==> src/rtl/nano5bit_prefetch_if.sv <==
// Bundle of the CPU instruction port (i_*) and the instruction memory port (m_*)
// seen by the nano5bit prefetch buffer.
interface nano5bit_prefetch_if #(
  parameter int WIDTHIA = 12,
  parameter int WIDTHID = 32
) ();
  logic [WIDTHIA-1:0] i_address;
  logic               i_read;
  logic [WIDTHID-1:0] i_readdata;
  logic               i_waitrequest;
  logic [WIDTHIA-1:0] m_address;
  logic               m_read;
  logic               m_waitrequest;
  logic [WIDTHID-1:0] m_readdata;
  logic               m_readdatavalid;

  // Prefetch buffer view: slave to the CPU, master to memory.
  modport slave (
    input  i_address, i_read, m_waitrequest, m_readdata, m_readdatavalid,
    output i_readdata, i_waitrequest, m_address, m_read
  );

  // Environment view: the CPU plus the instruction memory.
  modport master (
    output i_address, i_read, m_waitrequest, m_readdata, m_readdatavalid,
    input  i_readdata, i_waitrequest, m_address, m_read
  );
endinterface

==> src/rtl/nano5bit_prefetch.sv <==
// Sequential instruction prefetch buffer for nano5bit. Streams up to DEPTH words
// ahead of the CPU, serves sequential fetches with zero wait states and flushes /
// restarts on any non-sequential fetch.
module nano5bit_prefetch #(
  parameter int WIDTHIA = 12,
  parameter int WIDTHID = 32,
  parameter int DEPTH   = 4
) (
  input  logic                 clock,
  input  logic                 areset_n,
  nano5bit_prefetch_if.slave   bus
);

  localparam int PW = $clog2(DEPTH);
  localparam int CW = PW + 1;

  // IDLE holds off streaming after reset so the first CPU fetch always
  // flushes and starts the stream at its own address.
  typedef enum logic {IDLE, STREAM} state_t;

  state_t             state_q, state_d;
  logic [WIDTHID-1:0] fifo [DEPTH];
  logic [PW-1:0]      rd_ptr, wr_ptr;
  logic [CW-1:0]      count, pend, drop;
  logic [CW:0]        occ;
  logic [WIDTHIA-1:0] head_addr, fetch_addr;
  logic               hit, miss, issue, accept, push, discard;

  // State register.
  always_ff @(posedge clock or negedge areset_n) begin
    if (!areset_n) state_q <= IDLE;
    else           state_q <= state_d;
  end

  // Next state: the stream starts with the first CPU fetch after reset.
  always_comb begin
    state_d = state_q;
    if (state_q == IDLE && bus.i_read) state_d = STREAM;
  end

  // Hit / miss detection, issue gating and response classification.
  always_comb begin
    occ     = {1'b0, count} + {1'b0, pend};
    hit     = bus.i_read && (count != '0) && (bus.i_address == head_addr);
    miss    = bus.i_read && !hit &&
              !((state_q == STREAM) && (count == '0) && (bus.i_address == head_addr));
    issue   = (state_q == STREAM) && !miss && (occ < (CW+1)'(DEPTH));
    accept  = issue && !bus.m_waitrequest;
    discard = bus.m_readdatavalid && (drop != '0);
    push    = bus.m_readdatavalid && (drop == '0) && !miss;
  end

  assign bus.i_waitrequest = ~hit;
  assign bus.i_readdata    = fifo[rd_ptr];
  assign bus.m_address     = fetch_addr;
  assign bus.m_read        = issue;

  // Buffer, pointers, counters and addresses; a miss overrides everything else.
  always_ff @(posedge clock or negedge areset_n) begin
    if (!areset_n) begin
      for (int unsigned i = 0; i < DEPTH; i++) fifo[i] <= '0;
      rd_ptr     <= '0;
      wr_ptr     <= '0;
      count      <= '0;
      pend       <= '0;
      drop       <= '0;
      head_addr  <= '0;
      fetch_addr <= '0;
    end else if (miss) begin
      count      <= '0;
      rd_ptr     <= wr_ptr;
      head_addr  <= bus.i_address;
      fetch_addr <= bus.i_address;
      pend       <= pend - CW'(bus.m_readdatavalid);
      drop       <= pend - CW'(bus.m_readdatavalid);
    end else begin
      if (push) begin
        fifo[wr_ptr] <= bus.m_readdata;
        wr_ptr       <= wr_ptr + PW'(1);
      end
      if (hit) begin
        rd_ptr    <= rd_ptr + PW'(1);
        head_addr <= head_addr + WIDTHIA'(1);
      end
      if (accept) fetch_addr <= fetch_addr + WIDTHIA'(1);
      if (discard) drop <= drop - CW'(1);
      case ({push, hit})
        2'b10:   count <= count + CW'(1);
        2'b01:   count <= count - CW'(1);
        default: ;
      endcase
      case ({accept, bus.m_readdatavalid})
        2'b10:   pend <= pend + CW'(1);
        2'b01:   pend <= pend - CW'(1);
        default: ;
      endcase
    end
  end

endmodule

==> src/flat_wrapper.sv <==
// flat-port wrapper written by rule: the top's interface ports become plain ports
module nano5bit_prefetch_flat 
#(
  parameter int WIDTHIA = 12,
  parameter int WIDTHID = 32,
  parameter int DEPTH   = 4
)
  (clock, areset_n, bus_i_address, bus_i_read, bus_m_waitrequest, bus_m_readdata, bus_m_readdatavalid, bus_i_readdata, bus_i_waitrequest, bus_m_address, bus_m_read);
  nano5bit_prefetch_if #(.WIDTHIA(WIDTHIA), .WIDTHID(WIDTHID)) bus_i ();
  input  logic clock;
  input  logic areset_n;
  input wire logic [$bits(bus_i.i_address)-1:0] bus_i_address;
  input wire logic [$bits(bus_i.i_read)-1:0] bus_i_read;
  input wire logic [$bits(bus_i.m_waitrequest)-1:0] bus_m_waitrequest;
  input wire logic [$bits(bus_i.m_readdata)-1:0] bus_m_readdata;
  input wire logic [$bits(bus_i.m_readdatavalid)-1:0] bus_m_readdatavalid;
  output wire logic [$bits(bus_i.i_readdata)-1:0] bus_i_readdata;
  output wire logic [$bits(bus_i.i_waitrequest)-1:0] bus_i_waitrequest;
  output wire logic [$bits(bus_i.m_address)-1:0] bus_m_address;
  output wire logic [$bits(bus_i.m_read)-1:0] bus_m_read;
  assign bus_i.i_address = bus_i_address;
  assign bus_i.i_read = bus_i_read;
  assign bus_i.m_waitrequest = bus_m_waitrequest;
  assign bus_i.m_readdata = bus_m_readdata;
  assign bus_i.m_readdatavalid = bus_m_readdatavalid;
  assign bus_i_readdata = bus_i.i_readdata;
  assign bus_i_waitrequest = bus_i.i_waitrequest;
  assign bus_m_address = bus_i.m_address;
  assign bus_m_read = bus_i.m_read;
  nano5bit_prefetch #(.WIDTHIA(WIDTHIA), .WIDTHID(WIDTHID), .DEPTH(DEPTH)) u_core (.clock(clock), .areset_n(areset_n), .bus(bus_i));
endmodule
==> config.mk <==
export PLATFORM = sky130hd
export DESIGN_NAME = nano5bit_prefetch_flat
export DESIGN_NICKNAME = d
export VERILOG_FILES = /design/src/rtl/nano5bit_prefetch_if.sv /design/src/rtl/nano5bit_prefetch.sv /design/src/flat_wrapper.sv
export SDC_FILE = /design/constraint.sdc
export NUM_CORES = 1
export LEC_CHECK = 0
export BUFFER_PORTS_ARGS = -buffer_cell sky130_fd_sc_hd__buf_2
export CORE_ASPECT_RATIO = 0.8
export CORE_UTILIZATION = 60
export CTS_CLUSTER_SIZE = 30
export DETAILED_ROUTE_END_ITERATION = 10
export PLACE_DENSITY = 0.88
export SLEW_MARGIN = 15
export SYNTH_ARGS = -nofsm -noshare
export SYNTH_HDL_FRONTEND = slang
export SYNTH_SLANG_ARGS = --single-unit
export TNS_END_PERCENT = 5
==> constraint.sdc <==
create_clock -name clock -period 6.3 [get_ports clock]
set_input_delay 0.63 -clock clock [delete_from_list [all_inputs] [get_ports clock]]
set_output_delay 0.63 -clock clock [all_outputs]
set_load 0.03 [all_outputs]
# --- Word level (Yosys, flattened, before mapping) ---
# Cells that the tools add are included.
classes:
  addsub: 11
  multipliers: 0
  n_div: 0
  order_cmp: 4
  n_eq_ne: 5
  n_shift: 0
  muxes: 18
  bitwise_logic: 5
  reduce_logical: 28
ops:
  columns: ["cell", "count"]
  rows:
  - ["128-bit bitwise mux", 1]
  - ["32-bit 2-to-1 mux", 3]
  - ["32-bit binary-select mux with 2-bit select", 1]
  - ["32-bit demux with 2-bit select", 1]
  - ["12-bit 2-to-1 mux", 4]
  - ["12-bit by 1-bit adder with 12-bit output (second input constant)", 2]
  - ["1-bit logical AND", 14]
  - ["12-bit == test", 1]
  - ["3-bit 2-to-1 mux", 4]
  - ["3-bit one-hot mux with 2 select lines", 2]
  - ["3-bit nonzero test", 4]
  - ["3-bit by 1-bit subtractor with 3-bit output (second input constant)", 3]
  - ["3-bit by 1-bit adder with 3-bit output (second input constant)", 2]
  - ["3-bit >= comparator (second input constant)", 2]
  - ["3-bit zero test", 2]
  - ["2-bit NOT with 3-bit output", 2]
  - ["2-bit nonzero test", 3]
  - ["2-bit by 1-bit adder with 2-bit output (second input constant)", 2]
  - ["3-bit by 3-bit adder with 4-bit output", 1]
  - ["2-bit by 1-bit == test with 1-bit output (second input constant)", 2]
  - ["2-bit == test (second input constant)", 2]
  - ["1-bit zero test", 4]
  - ["4-bit by 3-bit less-than comparator with 1-bit output (second input constant)", 1]
  - ["2-bit 2-to-1 mux", 2]
  - ["4 further kinds", 6]
totals:
  register_bits: 166
  latchBits: 0
  ramBits: 0
  mem_bits_ro: 0
  inputBits: 49
  word_cells: 83
  n_memories: 0

# --- Logic depth before layout (Yosys ltp) ---
# Gate-level depths: netlist of the first run.
logic_depth:
  depth_word: 13
  mapped_depth: 12

# --- Worst setup path before layout of the first run ---
# Ideal clock, no wire load.
synth_path:
  kind: "input port to output port"
  startpoint: "input bus_i_address[0]"
  endpoint: "output bus_m_read"
  arrival_time_ns: 2.554
  t_required_ns: 5.670
  slack_ns: 3.116
  path_stages: 6
  n_path_buf: 2
  cell_sequence: "xnor2_1 > nand4_2 > o41a_1 > clkbuf_1 > buf_1 > nor3_1"
synth_via:
  elab_chain_cells: 8
  word_cells_on_any_way: 10
  cone_classes: "eq/ne (1); reduce/logical (9)"
synth_rtl:
  columns: ["element", "line_no", "rtl"]
  rows:
  - ["start: declaration", "flat_wrapper.sv:12", "input wire logic [$bits(bus_i.i_address)-1:0] bus_i_address;"]
  - ["12-bit == test (*)", "nano5bit_prefetch.sv:44, nano5bit_prefetch.sv:46", null]
  - ["1-bit logical AND", "nano5bit_prefetch.sv:44", "hit = bus.i_read && (count != '0) && (bus.i_address == head_addr);"]
  - ["1-bit zero test", "nano5bit_prefetch.sv:45", "miss = bus.i_read && !hit &&"]
  - ["1-bit logical AND", "nano5bit_prefetch.sv:45", null]
  - ["1-bit logical AND (*)", "nano5bit_prefetch.sv:45", null]
  - ["1-bit zero test (*)", "nano5bit_prefetch.sv:47", "issue = (state_q == STREAM) && !miss && (occ < (CW+1)'(DEPTH));"]
  - ["1-bit logical AND (*) (2 in a row)", "nano5bit_prefetch.sv:47", null]
  - ["end: declaration", "flat_wrapper.sv:20", "output wire logic [$bits(bus_i.m_read)-1:0] bus_m_read;"]
# Every way passes the cells marked *; elsewhere a longest branch is shown, timed or not.

# --- Worst setup path in the final report of the first run ---
layout_path:
  startpoint: "register u_core.head_addr[2]"
  endpoint: "register u_core.fifo[96] (netlist name)"
layout_via:
  elab_chain_cells: 8
  word_cells_on_any_way: 11
  cone_classes: "eq/ne (1); bitwise (1); reduce/logical (9)"
layout_rtl:
  columns: ["element", "line_no", "rtl"]
  rows:
  - ["start: declaration", "nano5bit_prefetch.sv:26", "logic [WIDTHIA-1:0] head_addr, fetch_addr;"]
  - ["start signal: assignment", "nano5bit_prefetch.sv:72", "head_addr <= bus.i_address;"]
  - ["start signal: assignment", "nano5bit_prefetch.sv:83", "head_addr <= head_addr + WIDTHIA'(1);"]
  - ["12-bit == test (*)", "nano5bit_prefetch.sv:44, nano5bit_prefetch.sv:46", null]
  - ["1-bit logical AND", "nano5bit_prefetch.sv:44", null]
  - ["1-bit zero test", "nano5bit_prefetch.sv:45", null]
  - ["1-bit logical AND", "nano5bit_prefetch.sv:45", null]
  - ["1-bit logical AND (*)", "nano5bit_prefetch.sv:45", null]
  - ["1-bit zero test", "nano5bit_prefetch.sv:50", "push = bus.m_readdatavalid && (drop == '0) && !miss;"]
  - ["1-bit logical AND", "nano5bit_prefetch.sv:50", null]
  - ["2-bit AND reduction (no source line) (*)", null, null]
  - ["end signal: indexed assignment", "nano5bit_prefetch.sv:78", "fifo[wr_ptr] <= bus.m_readdata;"]
  - ["end: declaration", "nano5bit_prefetch.sv:22", "logic [WIDTHID-1:0] fifo [DEPTH];"]
# Marks and branches as above.
# A chain may end at the register's enable or synchronous reset.

==> impl_results.md, run 1 <==
* Status: finished, final reports clean
* Final GP Congestion at 0.909
* Vias in the first global route at 5,486
* FMAX at 283 MHz
* Power share of the clock group at 24.4%
* Vias at 5,198
* Yosys top cell area share at 48.5%
* Max cap viols at 0
* Clock slew at reported path FFs at 0.07 ns
* Grt total ovfl at 0
* Synth Area in Adders at 2.51%
* Startpoint types: flip-flop
* Initial antenna violation count at 3
* FILL cells at 870
* Clock Path Buffers at 2
* Leak at 4.49 nW
* RSZ-0062 raised after global routing: false
* Power Density at 459 nW/um^2
* H-tree depth at 4
* Gate power share at 35.5%
* FF+latch area at 4160 um^2
* Avg Inst Size Synth at 14.7 um^2
* Post-Synthesis Cells at 582
* Clock Skews at 0.0146 ns
* Ys async rst share at 100%
* Largest family of logic cells by synthesized area: multiplexers
* Initial core utilization at 62.4%
* Synth warn at 0
* Net Switching at 1.51 mW
* Residual DRC count at 0
* CP Data Required Time at 6.62 ns
* Simple-gate share of the synthesized area at 5.91%
* Crit path kind: reg2reg
* Area occupied by multi-input gates at 4000 um^2
* Final-report max-slew violation count at 0
* Hold buffer count at cts at 0
* WHS at 0.249 ns
* Clock sink count at 166
* Synth Area in XOR/XNOR at 3.46%
* First-pass GRT wire length at 29,400 um
* Fin nets at 732
* Synthesized flop and latch total at 166
* Post-DR wirelength/cell at 21.3 um
* Standard-cell row count at 38
* Core Area at 13,700 um^2
* Crit path arrival time at 3.86 ns
* Post-DP HPWL at 12,000 um
* Port Buffers at 94
* Flop pwr share at 40.1%
* Width of the chip at 136 um
* I/O pin total at 95
* Antenna-violating nets left at 0
* Register area share after synthesis at 48.5%
* Fin crit share at 56.1%
* Drt total wl at 18,300 um
* Post-Place Cells at 828
* Max IR drop VDD at 0.259 mV
* DIE AREA at 14,800 um^2
* Vias per inst at 6.03
* Least-Margin Pin Slew at 1.16 ns
* Drt pass-1 iters at 5
* Setup Viol. Count Final at 0
* Post-synthesis mux area share at 30.4%
* Final total power at 4.40 mW
* Setup bufs post-CTS at 0
* HP Class: in2async
* Top post-synthesis cells by area: dfrtp_1 48%, mux2_4 19%, mux4_2 8.4%
* Post-Syn Area at 8570 um^2
* Area growth from synthesis to layout at 11.8%
* Post-route minimum period at 3.54 ns
* CTS tree: yes
* Worst Path Max Fanout at 32
* Global-route usage over all layers at 26.8%
* Final cell count without fillers at 862
* Compound-cell area share of the yosys netlist at 4.19%
* Slew headroom at 22.9%
* Die extent in y at 109 um
* TritonCTS Buffers at 17
* Internal at 2.89 mW
* Ys flop type: dfrtp_1
* Post-cts sizing count at 0
* Share of layout cells above drive strength 1 at 43.1%
* Cell taking the most area after synthesis: dfrtp_1
* EDFF count, synth at 0
* Yosys cell types at 47
* Final hold vios at 0
* Root buffer cell: clkbuf_16
* Iter 0 DRT Violations at 359
* Sw Share at 34.2%
* Kind of end point of the critical path: flip-flop
* Largest net degree at the start of global routing at 91
* Fin Setup TNS at 0 ns
* Clock Latency Late Sink at 0.44 ns
* Syn_nets at 647
## Yosys cell counts (3+ instances only)
master / number
buf_1: 5
nand4_1: 4
nand2_1: 23
dfrtp_1: 166
xor2_1: 10
mux2_4: 108
mux2_2: 8
nor4_1: 4
ha_1: 14
nor2_1: 14
clkbuf_1: 10
or3_1: 6
buf_12: 12
mux2_1: 12
a32oi_1: 3
a21oi_1: 9
a22oi_1: 3
o21ai_0: 24
and3_1: 8
nor3_1: 5
inv_1: 21
or4_1: 4
buf_6: 4
mux4_2: 32
xnor2_1: 22
a211oi_1: 9
mux2i_1: 4
nand3_1: 10
## worst max-delay path, stage by stage (launching register included)
cell     delay (ns)
dfrtp_1        0.46
xnor2_1        0.22
nand4_1        0.32
o41ai_4        0.85
and3_2         1.11
mux2_2         0.43
## worst paths after layout
path                       slack, ns                        to  cells after the start           startpoint
max                             2.76           u_core.fifo[96]                      5  u_core.head_addr[2]
min                             0.25          u_core.fifo[102]                      1             areset_n
max reg2reg                     2.76           u_core.fifo[96]                      5  u_core.head_addr[2]
min reg2reg                     0.48           u_core.fifo[30]                      1      u_core.fifo[30]
max in group asynchronous       4.47          u_core.rd_ptr[0]                      2             areset_n
min in group clock              0.45  u_core.bus.m_address[11]                      3    bus_i_address[11]
## registers in the layout (all words and copies together), names as in the netlist
name                  flops
u_core.drop               3
u_core.rd_ptr             2
u_core.fifo             128
u_core.state_q            1
u_core.pend               3
u_core.wr_ptr             2
u_core.bus.m_address     12
u_core.head_addr         12
u_core.count              3
## layout make-up
| type | count | share of cell area (%) |
|---|---|---|
| Sequential cell | 166 | 43.4 |
| Multi-Input combinational cell | 362 | 41.7 |
| Timing Repair Buffer | 99 | 5.37 |
| Clock buffer | 17 | 4.44 |
| Tap cell | 180 | 2.35 |
| Clock inverter | 15 | 1.88 |
| Inverter | 21 | 0.823 |
| Antenna cell | 2 | 0.0522 |
## logic make-up (layout without fill, tap and decap cells)
kind of cell / after synthesis / in the layout
buffers and inverters: 54 / 152
multiplexers: 164 / 164
flip-flops: 166 / 166
AO/OA/AOI/OAI: 56 / 56
XOR/XNOR: 33 / 33
adder cells (fa/ha/maj): 16 / 16
AND/OR/NAND/NOR: 93 / 93
other: 0 / 2
## through the flow
stage          instance area [um^2]  setup slack [ns]  util (%)
2_1_floorplan                  8570              3.12         -
3_3_place_gp                   8970              2.67      65.3
3_5_place_dp                   8970              2.53      65.3
4_1_cts                        9580              2.83      69.7
5_1_grt                        9580              2.60      69.7
6_report                       9580              2.76      69.7
## cells in the final DEF (no fill, tap or decap), types with 3 or more instances in the layout
cell       netlist  routed
a211oi_1         9       9
a21oi_1          9       9
a22oi_1          3       3
a32oi_1          3       3
and3_1           8       4
and3_2           0       4
buf_2            2      93
buf_4            0       5
clkbuf_16        0      17
dfrtp_1        166     164
ha_1            14      14
inv_1           21      21
inv_6            0       4
inv_8            0       5
mux2_1          12      12
mux2_2           8       8
mux2_4         108     108
mux2i_1          4       4
mux4_2          32      32
nand2_1         23      23
nand3_1         10      10
nand4_1          4       4
nor2_1          14      14
nor3_1           5       5
nor4_1           4       3
o21ai_0         24      24
or3_1            6       6
or4_1            4       4
xnor2_1         22      22
xor2_1          10      10
## routing by layer
layer  GRT usage [%]  routed length [um]  up-vias
met4            9.71                 270        0
met2            42.1                8750      158
met5               0                   0        -
met3            6.74                1070       29
li1                -                   -     2284
met1            36.4                8230     2727
## power by group through the flow
stage	sequential, mW	combinational [mW]	clock, mW
after floorplan	1.64	1.27	0
after global placement	1.72	1.51	0
after detailed placement	1.76	1.56	0
after CTS	1.76	1.58	1.09
after global routing	1.81	1.67	1.13
final	1.76	1.56	1.07
Power figures use the tool's default switching activity.
==> inputs of run 2 (changes only) <==
--- a/config.mk
+++ b/config.mk
@@ -5,12 +5,13 @@
 export SDC_FILE = /design/constraint.sdc
 export NUM_CORES = 1
 export LEC_CHECK = 0
+export ABC_AREA = 1
 export BUFFER_PORTS_ARGS = -buffer_cell sky130_fd_sc_hd__buf_2
 export CORE_ASPECT_RATIO = 0.8
-export CORE_UTILIZATION = 60
+export CORE_UTILIZATION = 59
 export CTS_CLUSTER_SIZE = 30
 export DETAILED_ROUTE_END_ITERATION = 10
-export PLACE_DENSITY = 0.88
+export PLACE_DENSITY = 0.87
 export SLEW_MARGIN = 15
 export SYNTH_ARGS = -nofsm -noshare
 export SYNTH_HDL_FRONTEND = slang
==> constraint.sdc (replaced) <==
create_clock -name clock -period 3.35 [get_ports clock]
set_input_delay 0.335 -clock clock [delete_from_list [all_inputs] [get_ports clock]]
set_output_delay 0.335 -clock clock [all_outputs]
set_load 0.03 [all_outputs]
==> impl_results.md, run 2 <==
* Initial core utilization at 61.5% (was 62.4%)
* Crit path arrival time at 2.50 ns (was 3.86 ns)
* Core Area at 14,500 um^2 (was 13,700 um^2)
* Placed cell area at 9420 um^2 (was 8970 um^2)
* Slowest-stage cell, CP: dfrtp_2 (was and3_2)
* Standard-cell row count at 39 (was 38)
* Width of the chip at 139 um (was 136 um)
* Max cap viols at 0 (unchanged)
* Post-Syn Area at 8910 um^2 (was 8570 um^2)
* Avg Inst Size Synth at 7.77 um^2 (was 14.7 um^2)
* Post-DP HPWL at 14,400 um (was 12,000 um)
* Syn_nets at 1,212 (was 647)
* Area growth from synthesis to layout at 12.3% (was 11.8%)
* FILL cells at 1,106 (was 870)
* Ys flop type: dfrtp_1 (unchanged)
* Final hold vios at 0 (unchanged)
* Die extent in y at 112 um (was 109 um)
* Slew headroom at 19.4% (was 22.9%)
* Largest reg by FF count: u_core.fifo (unchanged)
* Crit path largest cell delay at 1.16 ns (was 1.11 ns)
* Clock slew at reported path FFs at 0.07 ns (about the same)
* Vias per inst at 6.12 (was 6.03)
* Status: finished, final reports clean (unchanged)
* Yosys cell types at 26 (was 47)
* Antenna-violating nets left at 0 (unchanged)
* Post-route minimum period at 2.83 ns
* Hold_sp: bus_m_readdata[20]
* DIE AREA at 15,600 um^2 (was 14,800 um^2)
* Clock Path Buffers at 2 (unchanged)
* Most instantiated cells after synthesis: 397 x nand2_1, 166 x dfrtp_1, 131 x nand4_1, 121 x nor2_1, 60 x nand3_1 (was 166 x dfrtp_1, 108 x mux2_4, 32 x mux4_2, 24 x o21ai_0, 23 x nand2_1)
* Post-cts sizing count at 0 (unchanged)
* CTS tree: yes (unchanged)
* Vias in the first global route at 7,991 (was 5,486)
* Setup bufs post-CTS at 0 (unchanged)
* Cell with the most instances after synthesis: nand2_1 (was dfrtp_1)
* Crit path kind: reg2out (was reg2reg)
* Worst setup path start: u_core.rd_ptr[1] (was u_core.head_addr[2])
* RSZ-0062 raised after global routing: false (unchanged)
* H-tree depth at 4 (unchanged)
* Max reg flops at 128 (unchanged)
* Clock Skews at 0.00997 ns (was 0.0146 ns)
* Leak at 5.31 nW (was 4.49 nW)
* Synthesized flop and latch total at 166 (unchanged)
* Largest net degree at the start of global routing at 92 (was 91)
* Iter 0 DRT Violations at 1,236 (was 359)
* TritonCTS Buffers at 17 (unchanged)
* Fin nets at 1,261 (was 732)
* Startpoint types: flip-flop (unchanged)
* FMAX at 353 MHz
* Reg2Reg Launch Point: u_core.count[0] (was u_core.head_addr[2])
* Cell taking the most area after synthesis: dfrtp_1 (unchanged)
* EDFF count, synth at 0 (unchanged)
* Max IR drop VDD at 0.480 mV (was 0.259 mV)
* Clock Latency Late Sink at 0.44 ns (about the same)
* Drt pass-1 iters at 5 (unchanged)
* Final-report max-slew violation count at 0 (unchanged)
* Final GP Congestion at 0.919 (was 0.909)
* Ys async rst share at 100% (unchanged)
* Register area share after synthesis at 46.6% (was 48.5%)
* I/O pin total at 95 (unchanged)
* Root buffer cell: clkbuf_16 (unchanged)
* Power Density at 866 nW/um^2 (was 459 nW/um^2)
* Top post-synthesis cells by area: dfrtp_1 47%, nand2_1 17%, nand4_1 9.2% (was dfrtp_1 48%, mux2_4 19%, mux4_2 8.4%)
* Kind of end point of the critical path: output pin (was flip-flop)
* Worst path cell trace: o21ai_0 > o32ai_1 > buf_2 (was xnor2_1 > nand4_1 > o41ai_4 > and3_2 > mux2_2)
* Clock sink count at 166 (unchanged)
* Fin crit share at 84.5%
* Yosys top cell area share at 46.6% (was 48.5%)
* Port Buffers at 94 (unchanged)
* Final Cell Area at 10,000 um^2 (was 9580 um^2)
* Synth warn at 0 (unchanged)
* Residual DRC count at 0 (unchanged)
* Commonest non-fill, non-tap cell in the layout: nand2_1 (was dfrtp_1)
* Post-Synthesis Cells at 1,147 (was 582)
* Setup Viol. Count Final at 0 (unchanged)
* Global-route usage over all layers at 31.9% (was 26.8%)
* HP Class: in2reg (was in2async)
* Most frequent cells in the layout: 397 x nand2_1, 164 x dfrtp_1, 131 x nand4_1 (was 164 x dfrtp_1, 108 x mux2_4, 93 x buf_2)
* Initial antenna violation count at 3 (unchanged)
* Vias at 8,543 (was 5,198)
* Worst Path Max Fanout at 66 (was 32)
* Grt total ovfl at 0 (unchanged)
* Fin Setup TNS at 0 ns (unchanged)
* Drt total wl at 23,600 um (was 18,300 um)
* Post-DR wirelength/cell at 16.9 um (was 21.3 um)
* First-pass GRT wire length at 39,600 um (was 29,400 um)
* CP Data Required Time at 3.01 ns (was 6.62 ns)
* Share of layout cells above drive strength 1 at 13.4% (was 43.1%)
* Least-Margin Pin Slew at 1.21 ns (was 1.16 ns)
## run 2: worst max-delay path: cells and delay by family, from the launching register on
| kind | cells | cell delay [ns] |
|---|---|---|
| buf+inv | 1 | 0.29 |
| flops | 1 | 1.16 |
| compound gates | 2 | 0.58 |
## run 2: final cells by class
cell class	count	area, um^2	share of cell area [%]
Tap cell	184	230	2.30
Timing Repair Buffer	120	699	6.99
Clock buffer	17	425	4.25
Antenna cell	2	5.00	0.0500
Clock inverter	15	145	1.45
Inverter	44	165	1.65
Multi-Input combinational cell	847	4180	41.8
Sequential cell	166	4160	41.5
## run 2: worst paths after layout
kind	to	slack, ns	cells after the start
max	bus_i_readdata[1]	0.52	3
min	u_core.fifo[52]	0.19	3
max reg2reg	u_core.count[2]	0.64	9
max in group asynchronous	u_core.fifo[79]	2.06	3
min in group asynchronous	u_core.head_addr[5]	0.46	2
min reg2reg	u_core.fifo[51]	0.47	2
## run 2: per-layer routing
layer  wire length, um  GRT usage (%)  up-vias
met2             11000           48.8      386
li1                  -              -     3959
met1             10100           44.8     4157
met5                 8              0        -
met3              2100           7.61       39
met4               387           10.9        2
## run 2: metrics by stage
stage          total power [mW]  util (%)  setup slack, ns  hold WS (ns)  std cells
6_report                   8.66      69.0            0.519         0.190       1395
5_1_grt                    9.21      69.0            0.413         0.189       1394
4_1_cts                    8.63      69.0            0.623         0.178       1393
3_5_place_dp               6.70      65.0            0.694         0.365       1360
3_3_place_gp               6.59      65.0            0.806         0.361       1360
2_1_floorplan              5.65         -            0.474        0.0394       1147
## run 2: kinds of logic (layout without fill, tap and decap cells)
logic type	Yosys count	count (layout)	synth area share, %
AO/OA/AOI/OAI	84	84	6.40
XOR/XNOR	29	29	2.85
AND/OR/NAND/NOR	718	718	35.1
flip-flops	166	166	46.6
buffers and inverters	134	196	6.59
adder cells (fa/ha/maj)	16	16	2.42
other	0	2	0
## run 2: what timing repair did
action,CTS,global route
hold endpoints to repair,61,0
setup endpoints to repair,0,0
hold buffers,1,0
## run 2: report_power, final
part / switching [mW] / total, mW / internal [mW] / leakage (nW)
combinational: 2.45 / 3.53 / 1.08 / 2.88
sequential: 0.534 / 3.22 / 2.68 / 2.15
clock: 0.873 / 1.91 / 1.04 / 0.282
total: 3.86 / 8.66 / 4.80 / 5.31
==> inputs of run 3 (changes only) <==
--- a/config.mk
+++ b/config.mk
@@ -8,10 +8,10 @@
 export ABC_AREA = 1
 export BUFFER_PORTS_ARGS = -buffer_cell sky130_fd_sc_hd__buf_2
 export CORE_ASPECT_RATIO = 0.8
-export CORE_UTILIZATION = 59
+export CORE_UTILIZATION = 54
 export CTS_CLUSTER_SIZE = 30
 export DETAILED_ROUTE_END_ITERATION = 10
-export PLACE_DENSITY = 0.87
+export PLACE_DENSITY = 0.84
 export SLEW_MARGIN = 15
 export SYNTH_ARGS = -nofsm -noshare
 export SYNTH_HDL_FRONTEND = slang
==> constraint.sdc (replaced) <==
create_clock -name clock -period 2.6 [get_ports clock]
set_input_delay 0.26 -clock clock [delete_from_list [all_inputs] [get_ports clock]]
set_output_delay 0.26 -clock clock [all_outputs]
set_load 0.03 [all_outputs]
==> impl_results.md, run 3 (same netlist as run 2, synthesis figures left out) <==
* Iter 0 DRT Violations at 1,045 (was 1,236)
* Final WS setup at 0.123 ns (was 0.519 ns)
* Area growth from synthesis to layout at 14.3% (was 12.3%)
* Clock Skews at 0.0110 ns (was 0.00997 ns)
* Fin Setup TNS at 0 ns (unchanged)
* Power share of the clock group at 22.0% (was 22.1%)
* FMAX at 404 MHz
* Root buffer cell: clkbuf_16 (unchanged)
* Clock Path Buffers at 2 (unchanged)
* CP Data Required Time at 2.34 ns (was 3.01 ns)
* Residual DRC count at 0 (unchanged)
* Final total power at 11.3 mW (was 8.66 mW)
* Clock Latency Late Sink at 0.43 ns (was 0.44 ns)
* Max IR drop VDD at 0.718 mV (was 0.480 mV)
* Share of layout cells above drive strength 1 at 14.2% (was 13.4%)
* H-tree depth at 4 (unchanged)
* Crit path largest cell delay at 0.60 ns (was 1.16 ns)
* Vias per inst at 5.92 (was 6.12)
* Drt pass-1 iters at 5 (unchanged)
* Post-DP HPWL at 14,300 um (was 14,400 um)
* DIE AREA at 17,000 um^2 (was 15,600 um^2)
* HP Class: in2reg (unchanged)
* CP top delay family: buffers and inverters (was flip-flops)
* Max reg flops at 128 (unchanged)
* Most frequent cells in the layout: 397 x nand2_1, 163 x dfrtp_1, 131 x nand4_1 (was 397 x nand2_1, 164 x dfrtp_1, 131 x nand4_1)
* Commonest non-fill, non-tap cell in the layout: nand2_1 (unchanged)
* Standard-cell row count at 41 (was 39)
* Largest reg by FF count: u_core.fifo (unchanged)
* Slowest-stage cell, CP: dfrtp_2 (unchanged)
* Leak at 5.35 nW (was 5.31 nW)
* Final cell count without fillers at 1,431 (was 1,395)
* Post-Place Cells at 1,394 (was 1,360)
* Sw Share at 44.3% (was 44.5%)
* Net Switching at 5.01 mW (was 3.86 mW)
* Antenna-violating nets left at 0 (unchanged)
* Core Area at 16,000 um^2 (was 14,500 um^2)
* Drt total wl at 24,000 um (was 23,600 um)
* Global-route usage over all layers at 29.4% (was 31.9%)
* Vias at 8,478 (was 8,543)
* Worst Path Max Fanout at 44 (was 66)
* First-pass GRT wire length at 39,600 um (unchanged)
* Final core utilization at 63.9% (was 69.0%)
* Post-DR wirelength/cell at 16.8 um (was 16.9 um)
* Post-route minimum period at 2.48 ns
* Clock slew at reported path FFs at 0.07 ns (about the same)
* Setup Viol. Count Final at 0 (unchanged)
* I/O pin total at 95 (unchanged)
* Final-report max-slew violation count at 0 (unchanged)
* Status: finished, final reports clean (unchanged)
* Internal at 6.30 mW (was 4.80 mW)
* Die extent in y at 117 um (was 112 um)
* Initial core utilization at 55.9% (was 61.5%)
* Fin nets at 1,266 (was 1,261)
* CTS tree: yes (unchanged)
* Flop pwr share at 36.5% (was 37.1%)
* CP Buf/Inv Count at 3 (was 1)
* Kind of end point of the critical path: output pin (unchanged)
* Clock sink count at 166 (unchanged)
* Gate power share at 41.5% (was 40.8%)
* Initial antenna violation count at 1 (was 3)
* Least-Margin Pin Slew at 0.576 ns (was 1.21 ns)
* Startpoint types: flip-flop (unchanged)
* Port Buffers at 94 (unchanged)
* Max cap viols at 0 (unchanged)
* Final GP Congestion at 0.889 (was 0.919)
* Width of the chip at 146 um (was 139 um)
* RSZ-0062 raised after global routing: true (was false)
* Final hold vios at 0 (unchanged)
* Slew headroom at 61.6% (was 19.4%)
* Worst path cell trace: inv_4 > buf_12 > nor2_1 > o32ai_1 > buf_2 (was o21ai_0 > o32ai_1 > buf_2)
* Crit path kind: reg2out (unchanged)
* Grt total ovfl at 0 (unchanged)
* Crit path arrival time at 2.22 ns (was 2.50 ns)
* Power Density at 1110 nW/um^2 (was 866 nW/um^2)
* Fin crit share at 95.3%
* FILL cells at 1,311 (was 1,106)
* Largest net degree at the start of global routing at 135 (was 92)
* Vias in the first global route at 7,947 (was 7,991)
* Place WS at 0.0950 ns (was 0.694 ns)
* TritonCTS Buffers at 17 (unchanged)
==> run 3: cell count changes in the layout (fill, tap and decap cells not counted), sizes merged <==
cell,delta
buf,+5
clkinv,-4
clkinvlp,+3
clkbuf,+1
==> run 3: power groups by stage <==
stage	sequential, mW	combinational, mW	clock, mW
finish	4.13	4.69	2.49
floorplan	4.01	3.28	0
detailed placement	4.12	4.62	0
global route	4.22	5.17	2.62
CTS	4.10	4.64	2.51
global placement	4.09	4.50	0
==> run 3: tightest hold or removal path: cells and delay by family <==
kind / cells / cell delay [ns]
AND/OR/NAND/NOR: 2 / 0.13
buffers and inverters: 1 / 0.12
==> run 3: worst paths after layout <==
check / startpoint / to / slack [ns] / cells after the start
max in group asynchronous: areset_n / u_core.head_addr[5] / 1.54 / 3
min in group asynchronous: areset_n / u_core.bus.m_address[4] / 0.36 / 2
worst max register to register: u_core.head_addr[2] / u_core.count[2] / 0.13 / 12
worst min register to register: u_core.fifo[53] / u_core.fifo[53] / 0.47 / 2
worst min-delay path: bus_m_readdata[16] / u_core.fifo[80] / 0.12 / 3
worst max-delay path: u_core.rd_ptr[0] / bus_i_readdata[31] / 0.12 / 5
==> run 3: area by class of cell <==
class | instances | area (um^2) | area share (%)
clock buffers | 18 | 439 | 4.31
well taps | 215 | 269 | 2.64
flip-flops and latches | 166 | 4160 | 40.8
diodes | 2 | 5.00 | 0.0491
inverters | 44 | 168 | 1.65
repair buffers | 125 | 803 | 7.88
multi-input cells | 847 | 4210 | 41.3
clock inverters | 14 | 140 | 1.38
==> run 3: timing repair <==
| item | CTS | global route |
|---|---|---|
| gates resized for setup | 0 | 8 |
| hold buffers | 1 | 0 |
| hold endpoints to repair | 49 | 0 |
| endpoints found under the setup margin | 0 | 17 |
| setup buffers | 0 | 2 |
==> run 3: through the flow <==
stage	hold slack (ns)	instance area (um^2)
finish	0.115	10200
global route	0.103	10200
CTS	0.106	10100
detailed placement	0.251	9550
global placement	0.256	9550
floorplan	-0.0356	8920
==> run 3: routing by layer <==
metal	part of all wire (%)	vias up	track usage, %
met5	0	-	0
met4	1.4	0	9.26
met3	9.3	47	7.21
met2	47	416	46.0
met1	43	4053	40.7
li1	-	3962	-
